--- config.mk ---
export PLATFORM = sky130hd
export DESIGN_NAME = addsub_seq
export DESIGN_NICKNAME = d
export VERILOG_FILES = /design/src/rtl/addsub_seq.sv
export SDC_FILE = /design/constraint.sdc
export NUM_CORES = 1
export LEC_CHECK = 0
export ABC_AREA = 1
export ABC_CLOCK_PERIOD_IN_PS = 4150
export CORE_AREA = 10 10 114 116
export DETAILED_ROUTE_END_ITERATION = 8
export DIE_AREA = 0 0 124 126
export HOLD_SLACK_MARGIN = 0.12
export PLACE_DENSITY_LB_ADDON = 0.15
export SYNTH_ARGS = -nofsm -noshare
export SYNTH_HDL_FRONTEND = slang
export SYNTH_SLANG_ARGS = --single-unit
export TNS_END_PERCENT = 20
--- constraint.sdc ---
create_clock -name clk -period 4.15 [get_ports clk]
set_clock_uncertainty 0.15 [all_clocks]
set_input_delay 0.83 -clock clk [delete_from_list [all_inputs] [get_ports clk]]
set_output_delay 0.83 -clock clk [all_outputs]
set_load 0.005 [all_outputs]
--- src/rtl/addsub_seq.sv ---
// rtl/addsub_seq.sv - chunk-serial two's complement adder/subtractor with valid/ready handshake
// Optional clamping of overflowed results is enabled by defining ADDSUB_SATURATE_EN.
module addsub_seq #(
  parameter int WIDTH = 32,
  parameter int CHUNK = 8
) (
  input  logic             clk,
  input  logic             rst_n,
  input  logic             in_valid,
  output logic             in_ready,
  input  logic [WIDTH-1:0] x,
  input  logic [WIDTH-1:0] y,
  input  logic             m,
  output logic             out_valid,
  input  logic             out_ready,
  output logic [WIDTH-1:0] s,
  output logic             cout,
  output logic             of,
  output logic             zero
);

  localparam int N  = WIDTH / CHUNK;
  localparam int CW = (N > 1) ? $clog2(N) : 1;

  typedef enum logic [1:0] {IDLE, BUSY, DONE} state_t;

  state_t           state, state_n;
  logic [WIDTH-1:0] xr, yr;
  logic [WIDTH-1:0] s_next, s_fin;
  logic [CW-1:0]    cnt;
  logic             carry;
  logic [CHUNK:0]   sum;
  logic             last, accept, of_fin;

  assign accept = in_valid && in_ready;
  assign last   = (cnt == CW'(N - 1));

  always_ff @(posedge clk or negedge rst_n) begin
    if (!rst_n) state <= IDLE;
    else        state <= state_n;
  end

  always_comb begin
    state_n = state;
    case (state)
      IDLE:    if (in_valid)  state_n = BUSY;
      BUSY:    if (last)      state_n = DONE;
      DONE:    if (out_ready) state_n = IDLE;
      default: state_n = IDLE;
    endcase
  end

  always_comb begin
    in_ready  = (state == IDLE);
    out_valid = (state == DONE);
  end

  // One CHUNK-wide slice per cycle; yr already holds ~y for subtraction, carry-in supplies the +1.
  always_comb begin
    sum = {1'b0, xr[cnt*CHUNK +: CHUNK]} + {1'b0, yr[cnt*CHUNK +: CHUNK]}
        + {{CHUNK{1'b0}}, carry};
    s_next = s;
    s_next[cnt*CHUNK +: CHUNK] = sum[CHUNK-1:0];
    of_fin = (xr[WIDTH-1] == yr[WIDTH-1]) && (s_next[WIDTH-1] != xr[WIDTH-1]);
`ifdef ADDSUB_SATURATE_EN
    if (of_fin)
      s_fin = xr[WIDTH-1] ? {1'b1, {(WIDTH-1){1'b0}}} : {1'b0, {(WIDTH-1){1'b1}}};
    else
      s_fin = s_next;
`else
    s_fin = s_next;
`endif
  end

  always_ff @(posedge clk or negedge rst_n) begin
    if (!rst_n) begin
      xr    <= '0;
      yr    <= '0;
      carry <= 1'b0;
      cnt   <= '0;
      s     <= '0;
      cout  <= 1'b0;
      of    <= 1'b0;
      zero  <= 1'b0;
    end else if (accept) begin
      xr    <= x;
      yr    <= y ^ {WIDTH{m}};
      carry <= m;
      cnt   <= '0;
    end else if (state == BUSY) begin
      carry <= sum[CHUNK];
      cnt   <= cnt + CW'(1);
      if (last) begin
        s    <= s_fin;
        cout <= sum[CHUNK];
        of   <= of_fin;
        zero <= (s_fin == '0);
      end else begin
        s    <= s_next;
      end
    end
  end

endmodule

==> reports/metrics.yaml, run 1 <==
floorplanning:
  io_count: 106
  die-height_um: 126
  die_area_um2: 15600
  fp-row-count: 38
  placeableCoreArea_um2: 10700
  die_width_um: 124
  initial_standard_cell_utilization_of_the_core_pct: 52.4
job:
  max_cap_violations: 0
cts:
  clk_path_buf_depth: 2
  clock_buffers_created_by_tritoncts: 9
  postCtsHoldBufs: 0
  cts.reportedPaths.clkPinSlew_ns: 0.10
  clock_tree.root_cell: "clkbuf_8"
  cts_post_setup_buffers_inserted: 0
  cts_tree: "done"
  cts_repair_resize_count: 0
  tritoncts_sinks: 104
  ctsHtreeMaxLevel: 3
  worstSkewPairLatency_ns: 0.37
global_routing:
  wire_length_of_the_first_global_routing_pass_um: 25500
  grt_overflow: 0
  grtUsageMet3_pct: 3.49
  met1_usage_pct: 26.1
  grt.busiest_layer: "met2"
  antenna_violations_before_repair: 0
  grt_pass1_vias: 5151
  gr-usage-met2_pct: 33.2
  grt_max_degree: 98
  grt_total_usage_pct: 20.3
power_and_ir_drop:
  ir_worst_vdd_v: 0.000355
  switching_fraction_pct: 48.8
  leakage_nw: 3.25
  p_sw_w: 0.00295
  p_total_w: 0.00604
  internal_portion_of_total_power_w: 0.00309
  seq_power_share_pct: 29.5
  share_clk_of_total_power_pct: 11.3
  pwr-share-comb_pct: 59.2
  power_per_cell_area_nw_per_um2: 869
place:
  detailedPlace.worstSlack_ns: 0.829
  numPlacedInstances: 954
  hpwl_detailed_um: 11700
  placer_congestion_estimate: 0.946
  port_buffers: 105
layout:
  nNetsFinal: 909
  fillerInstances: 986
  layout.cells.non_filler: 970
  flow.area_growth_from_synthesis_pct: 23.9
  post_route_cells_drive_above_1_share_pct: 4.46
  n_antenna_cell: 0
worst_setup_path:
  worst_ep_arrival_time_ns: 3.56
  timing.critical_path.from_type: "register"
  crit_fanout: 48
  path_class: "register to register"
  critPathLaunch: "cnt[0]$_DFFE_PN0P_"
  critPathCaptureType: "register"
  critPathRequiredTime_ns: 4.32
  crit-reg2reg-launch: "cnt[0]$_DFFE_PN0P_"
sta:
  drv_slew: 0
  maxClockFrequency_mhz: 294
  max_slew_margin_pct: 32.3
  final.min_clock_period_ns: 3.40
  setup-violations-final: 0
  rsz_0062_raised_after_global_routing: "false"
  hold_ws_ns: 0.339
  tightest_slew_ns: 1.02
  final.period_utilization_pct: 81.9
  final-hold-violation-count: 0
  tns_ns: 0
  postLayoutSetupSlackWorst_ns: 0.753
min_path:
  min-delay-path-class: "register to register"
  hold_path.startpoint: "yr[8]$_DFFE_PN0P_"
route:
  drt-total-wl_um: 15800
  detailroute.via_count: 5135
  drt_iter0_drc: 398
  drt.antenna.violating_nets: 0
  vias_per_cell: 5.29
  wl_per_cell_um: 16.3
  drc: 0
  detail_route.first_pass.iterations: 7
synth:
  synth_top_flop_cell: "dfrtp_1"
  yosysTopAreaCell: "dfrtp_1"
  postSynthRegisterBits: 104
  proportion_of_netlist_area_held_by_the_largest_area_contributor_pct: 46.4
  synth.most_common_cell: "nand2_1"
  synth_area_um2: 5610
  ys_seq_area_share_pct: 46.4
  synth_enable_flop_cells: 0
  ys_warn_count: 0
  netlist_top_cells_count: "248 x nand2_1, 104 x dfrtp_1, 82 x o21ai_0"
  post_synth_num_cell_types: 30
  post_synth_main_area_contributors: "dfrtp_1 46%, nand2_1 17%, o21ai_0 7.3%"
  synth_cells: 737
  postSynthNetCount: 821
  syn_area_per_cell_um2: 7.61
  async_flop_share_pct: 100
outcome:
  outcome: "complete, no violations"
## metal layers
| layer | vias up | routed length, µm |
|---|---|---|
| li1 | 2541 | - |
| met1 | 2398 | 6980 |
| met2 | 170 | 7650 |
| met3 | 26 | 791 |
| met4 | 0 | 353 |
| met5 | - | 0 |
## stage by stage
step                      utilization (%)  cell area (µm²)
after floorplan                         -             5610
after global placement               62.9             6730
after detailed placement             62.9             6730
after CTS                            64.9             6950
after global routing                 64.9             6950
final                                64.9             6950
## flip-flops by register name (all words and copies together), names as in the netlist
register and cells:
s 32, xr 32, yr 32, cnt 2
state 2, carry 1, cout 1, of 1
zero 1
## cells by family (layout without fill, tap and decap cells)
family	after synthesis	in the layout	synth area share [%]
AOI/OAI and AO/OA	133	133	12.8
xor gates and xnor gates	32	32	5.00
DFF	104	104	46.4
and+or+nand+nor	367	367	26.1
adders and majority gates	15	15	3.61
buffers and inverters	86	179	6.09
## final cells by class
cell class | instances | area [µm²] | area share, %
repair buffers | 111 | 1090 | 15.7
multi-input cells | 547 | 2670 | 38.4
inverters | 52 | 198 | 2.85
clock inverters | 3 | 47.5 | 0.684
well taps | 140 | 175 | 2.52
flip-flops and latches | 104 | 2600 | 37.5
clock buffers | 13 | 169 | 2.43
## worst paths after layout
| check | slack [ns] | cells after the start | to |
|---|---|---|---|
| max | 0.75 | 18 | zero$_DFFE_PN0P_ |
| min | 0.34 | 2 | yr[8]$_DFFE_PN0P_ |
| max reg2reg | 0.75 | 18 | zero$_DFFE_PN0P_ |
| min reg2reg | 0.34 | 2 | yr[8]$_DFFE_PN0P_ |
| max in group asynchronous | 2.59 | 2 | yr[11]$_DFFE_PN0P_ |
| min in group asynchronous | 0.46 | 1 | s[15]$_DFFE_PN0P_ |
## worst max-delay path, cell delays in order, from the launching register on
cell     delay (ns)
dfrtp_1        0.40
buf_4          0.44
o21ai_0        0.17
o22ai_1        0.22
fa_1           0.26
inv_1          0.07
fa_1           0.52
nor2_1         0.08
nand3_1        0.08
o21ai_0        0.12
nor2_1         0.12
nand2_1        0.07
nor2_1         0.13
nand2_1        0.07
nor2_1         0.11
nand3_1        0.06
nor2_1         0.15
nand2_1        0.07
nand2_1        0.05
## cell usage in the layout, fill, tap and decap left out, types with 2 or more instances in the layout
cell,n
a21oi_1,9
a31oi_1,15
a32oi_1,2
buf_4,7
clkbuf_8,12
clkdlybuf4s50_1,103
clkinv_1,4
dfrtp_1,104
fa_1,2
ha_1,13
inv_1,39
inv_2,8
nand2_1,247
nand2_2,2
nand3_1,23
nand4_1,10
nor2_1,81
o21ai_0,82
o21ai_1,6
o22ai_1,16
xnor2_1,32
## power by group through the flow
stage               combinational (W)  clock (W)  sequential [W]
global placement              0.00350          0         0.00179
CTS                           0.00355   0.000700         0.00178
global route                  0.00401   0.000741         0.00184
detailed placement            0.00354          0         0.00179
floorplan                     0.00238          0         0.00172
finish                        0.00357   0.000684         0.00178
No activity file was read; power rests on OpenSTA's default activity.
==> inputs of run 2 (changes only) <==
--- a/config.mk
+++ b/config.mk
@@ -6,7 +6,7 @@
 export NUM_CORES = 1
 export LEC_CHECK = 0
 export ABC_AREA = 1
-export ABC_CLOCK_PERIOD_IN_PS = 4150
+export ABC_CLOCK_PERIOD_IN_PS = 3450
 export CORE_AREA = 10 10 114 116
 export DETAILED_ROUTE_END_ITERATION = 8
 export DIE_AREA = 0 0 124 126
==> constraint.sdc (replaced) <==
create_clock -name clk -period 3.45 [get_ports clk]
set_clock_uncertainty 0.15 [all_clocks]
set_input_delay 0.69 -clock clk [delete_from_list [all_inputs] [get_ports clk]]
set_output_delay 0.69 -clock clk [all_outputs]
set_load 0.005 [all_outputs]
==> run 2 against run 1 <==
- routed wire length shrank 1.1%
- via count grew 1.7%
- register-to-register slack lost 0.55 ns
- design area grew 0.72%
- global-route usage shrank 0.054 points
- non-clock buffer count grew 4
- sequential power grew 23%
- clock-buffer cell count shrank 4
- critical path type unchanged
- critical endpoint unchanged
- largest cell class unchanged
- largest power group unchanged
- highest routed layer unchanged
==> reports/metrics.yaml, run 2 (same netlist as run 1, synthesis figures left out) <==
outcome:
  outcome: "complete, no violations"
cts:
  clock_tree.root_cell: "clkbuf_8"
  cts_post_setup_buffers_inserted: 0
  clk_path_buf_depth: 2
  ctsHtreeMaxLevel: 3
  tritoncts_sinks: 104
  clock_buffers_created_by_tritoncts: 9
  worstSkewPairLatency_ns: 0.38
  postCtsHoldBufs: 0
  cts_repair_resize_count: 0
  cts.reportedPaths.clkPinSlew_ns: 0.11
  cts_tree: "done"
layout:
  commonest_non_fill_non_tap_cell_in_the_layout: "nand2_1"
  n_antenna_cell: 0
  final_cell_mix: "247 x nand2_1, 103 x dfrtp_1, 103 x clkdlybuf4s50_1"
  nNetsFinal: 913
  layout.cells.non_filler: 974
  flow.area_growth_from_synthesis_pct: 24.8
  post_route_cells_drive_above_1_share_pct: 5.28
  reg.largest.list: "s x32, xr x32, yr x32"
worst_setup_path:
  path_class: "register to register"
  worst_ep_arrival_time_ns: 3.42
  timing.critical_path.from_type: "register"
  crit-reg2reg-launch: "cnt[0]$_DFFE_PN0P_"
  critPathRequiredTime_ns: 3.62
  worstReg2RegEnd: "zero$_DFFE_PN0P_"
  worst_reg2reg_setup_slack_ns: 0.20
  critPathCaptureType: "register"
  r2r_cells: 19
  crit_fanout: 16
global_routing:
  grt_pass1_vias: 5137
  antenna_violations_before_repair: 0
  grt_overflow: 0
  wire_length_of_the_first_global_routing_pass_um: 25800
  grt_total_usage_pct: 20.3
  grt_max_degree: 98
route:
  detail_route.first_pass.iterations: 6
  drc: 0
  drt-total-wl_um: 15600
  drt.antenna.violating_nets: 0
  detailroute.via_count: 5223
  wl_per_cell_um: 16.0
  vias_per_cell: 5.36
  drt_iter0_drc: 497
floorplanning:
  initial_standard_cell_utilization_of_the_core_pct: 52.4
  die_area_um2: 15600
  placeableCoreArea_um2: 10700
  fp-row-count: 38
  die-height_um: 126
  die_width_um: 124
  io_count: 106
sta:
  final.period_utilization_pct: 94.2
  tns_ns: 0
  drv_slew: 0
  final-hold-violation-count: 0
  setup-violations-final: 0
  max_slew_margin_pct: 41.7
  postLayoutSetupSlackWorst_ns: 0.202
  tightest_slew_ns: 0.875
  final.min_clock_period_ns: 3.25
  maxClockFrequency_mhz: 308
  rsz_0062_raised_after_global_routing: "false"
place:
  port_buffers: 105
  numPlacedInstances: 958
  hpwl_detailed_um: 11900
  placer_congestion_estimate: 0.974
  detailedPlace.worstSlack_ns: 0.201
power_and_ir_drop:
  ir_worst_vdd_v: 0.000467
  leakage_nw: 3.27
  power_per_cell_area_nw_per_um2: 1040
min_path:
  min-delay-path-class: "input pin to async pin"
job:
  max_cap_violations: 0
run 2: worst max-delay path by stage:
stage                                  end  cells after the start               start  slack, ns
after floorplan           zero$_DFFE_PN0P_                     22  cnt[0]$_DFFE_PN0P_       0.32
after global placement    zero$_DFFE_PN0P_                     19  cnt[0]$_DFFE_PN0P_       0.22
after detailed placement  zero$_DFFE_PN0P_                     19  cnt[0]$_DFFE_PN0P_       0.20
after CTS                 zero$_DFFE_PN0P_                     19  cnt[0]$_DFFE_PN0P_       0.16
after global routing      zero$_DFFE_PN0P_                     21  cnt[1]$_DFFE_PN0P_      0.007
final                     zero$_DFFE_PN0P_                     19  cnt[0]$_DFFE_PN0P_       0.20
run 2: where the power goes:
part / switching, W / internal (W) / total, W
clock: 0.000447 / 0.000410 / 0.000857
sequential: 0.000423 / 0.00177 / 0.00219
combinational: 0.00264 / 0.00157 / 0.00421
total: 0.00351 / 0.00375 / 0.00727
run 2: stage by stage:
step | hold WS, ns | total power [W] | utilization (%) | cell area [µm²]
finish | 0.145 | 0.00727 | 65.4 | 7000
global route | 0.178 | 0.00795 | 65.4 | 7000
CTS | 0.169 | 0.00723 | 65.4 | 6990
detailed placement | 0.311 | 0.00636 | 63.3 | 6770
global placement | 0.314 | 0.00627 | 63.3 | 6770
floorplan | 0.244 | 0.00493 | - | 5610
run 2: critical path: stages (launching register included):
cell and delay (ns):
dfrtp_2 0.48, buf_4 0.22, o21ai_0 0.14, o22ai_1 0.23, fa_1 0.25, inv_1 0.07
fa_1 0.38, inv_1 0.08, nand2_1 0.08, nand2_1 0.09, nand3_1 0.09, nand2_1 0.07
nand2_1 0.09, nand3_1 0.11, o21ai_1 0.10, nor2_1 0.13, nand3_1 0.10, nor2_1 0.18
nand2_1 0.08, nand2_1 0.05
run 2: final cells by class:
class / instances / area (µm²)
Clock buffer: 9 / 124
Clock inverter: 7 / 95.1
Fill cell: 969 / 3700
Inverter: 52 / 201
Multi-Input combinational cell: 547 / 2670
Sequential cell: 104 / 2600
Tap cell: 140 / 175
Timing Repair Buffer: 115 / 1130
run 2: per-layer routing:
metal	GRT usage [%]	vias up	share of wire (%)
met5	0	-	0
met1	25.7	2417	43
met3	3.49	33	6.0
li1	-	2562	-
met2	33.8	211	49
met4	7.11	0	2.6
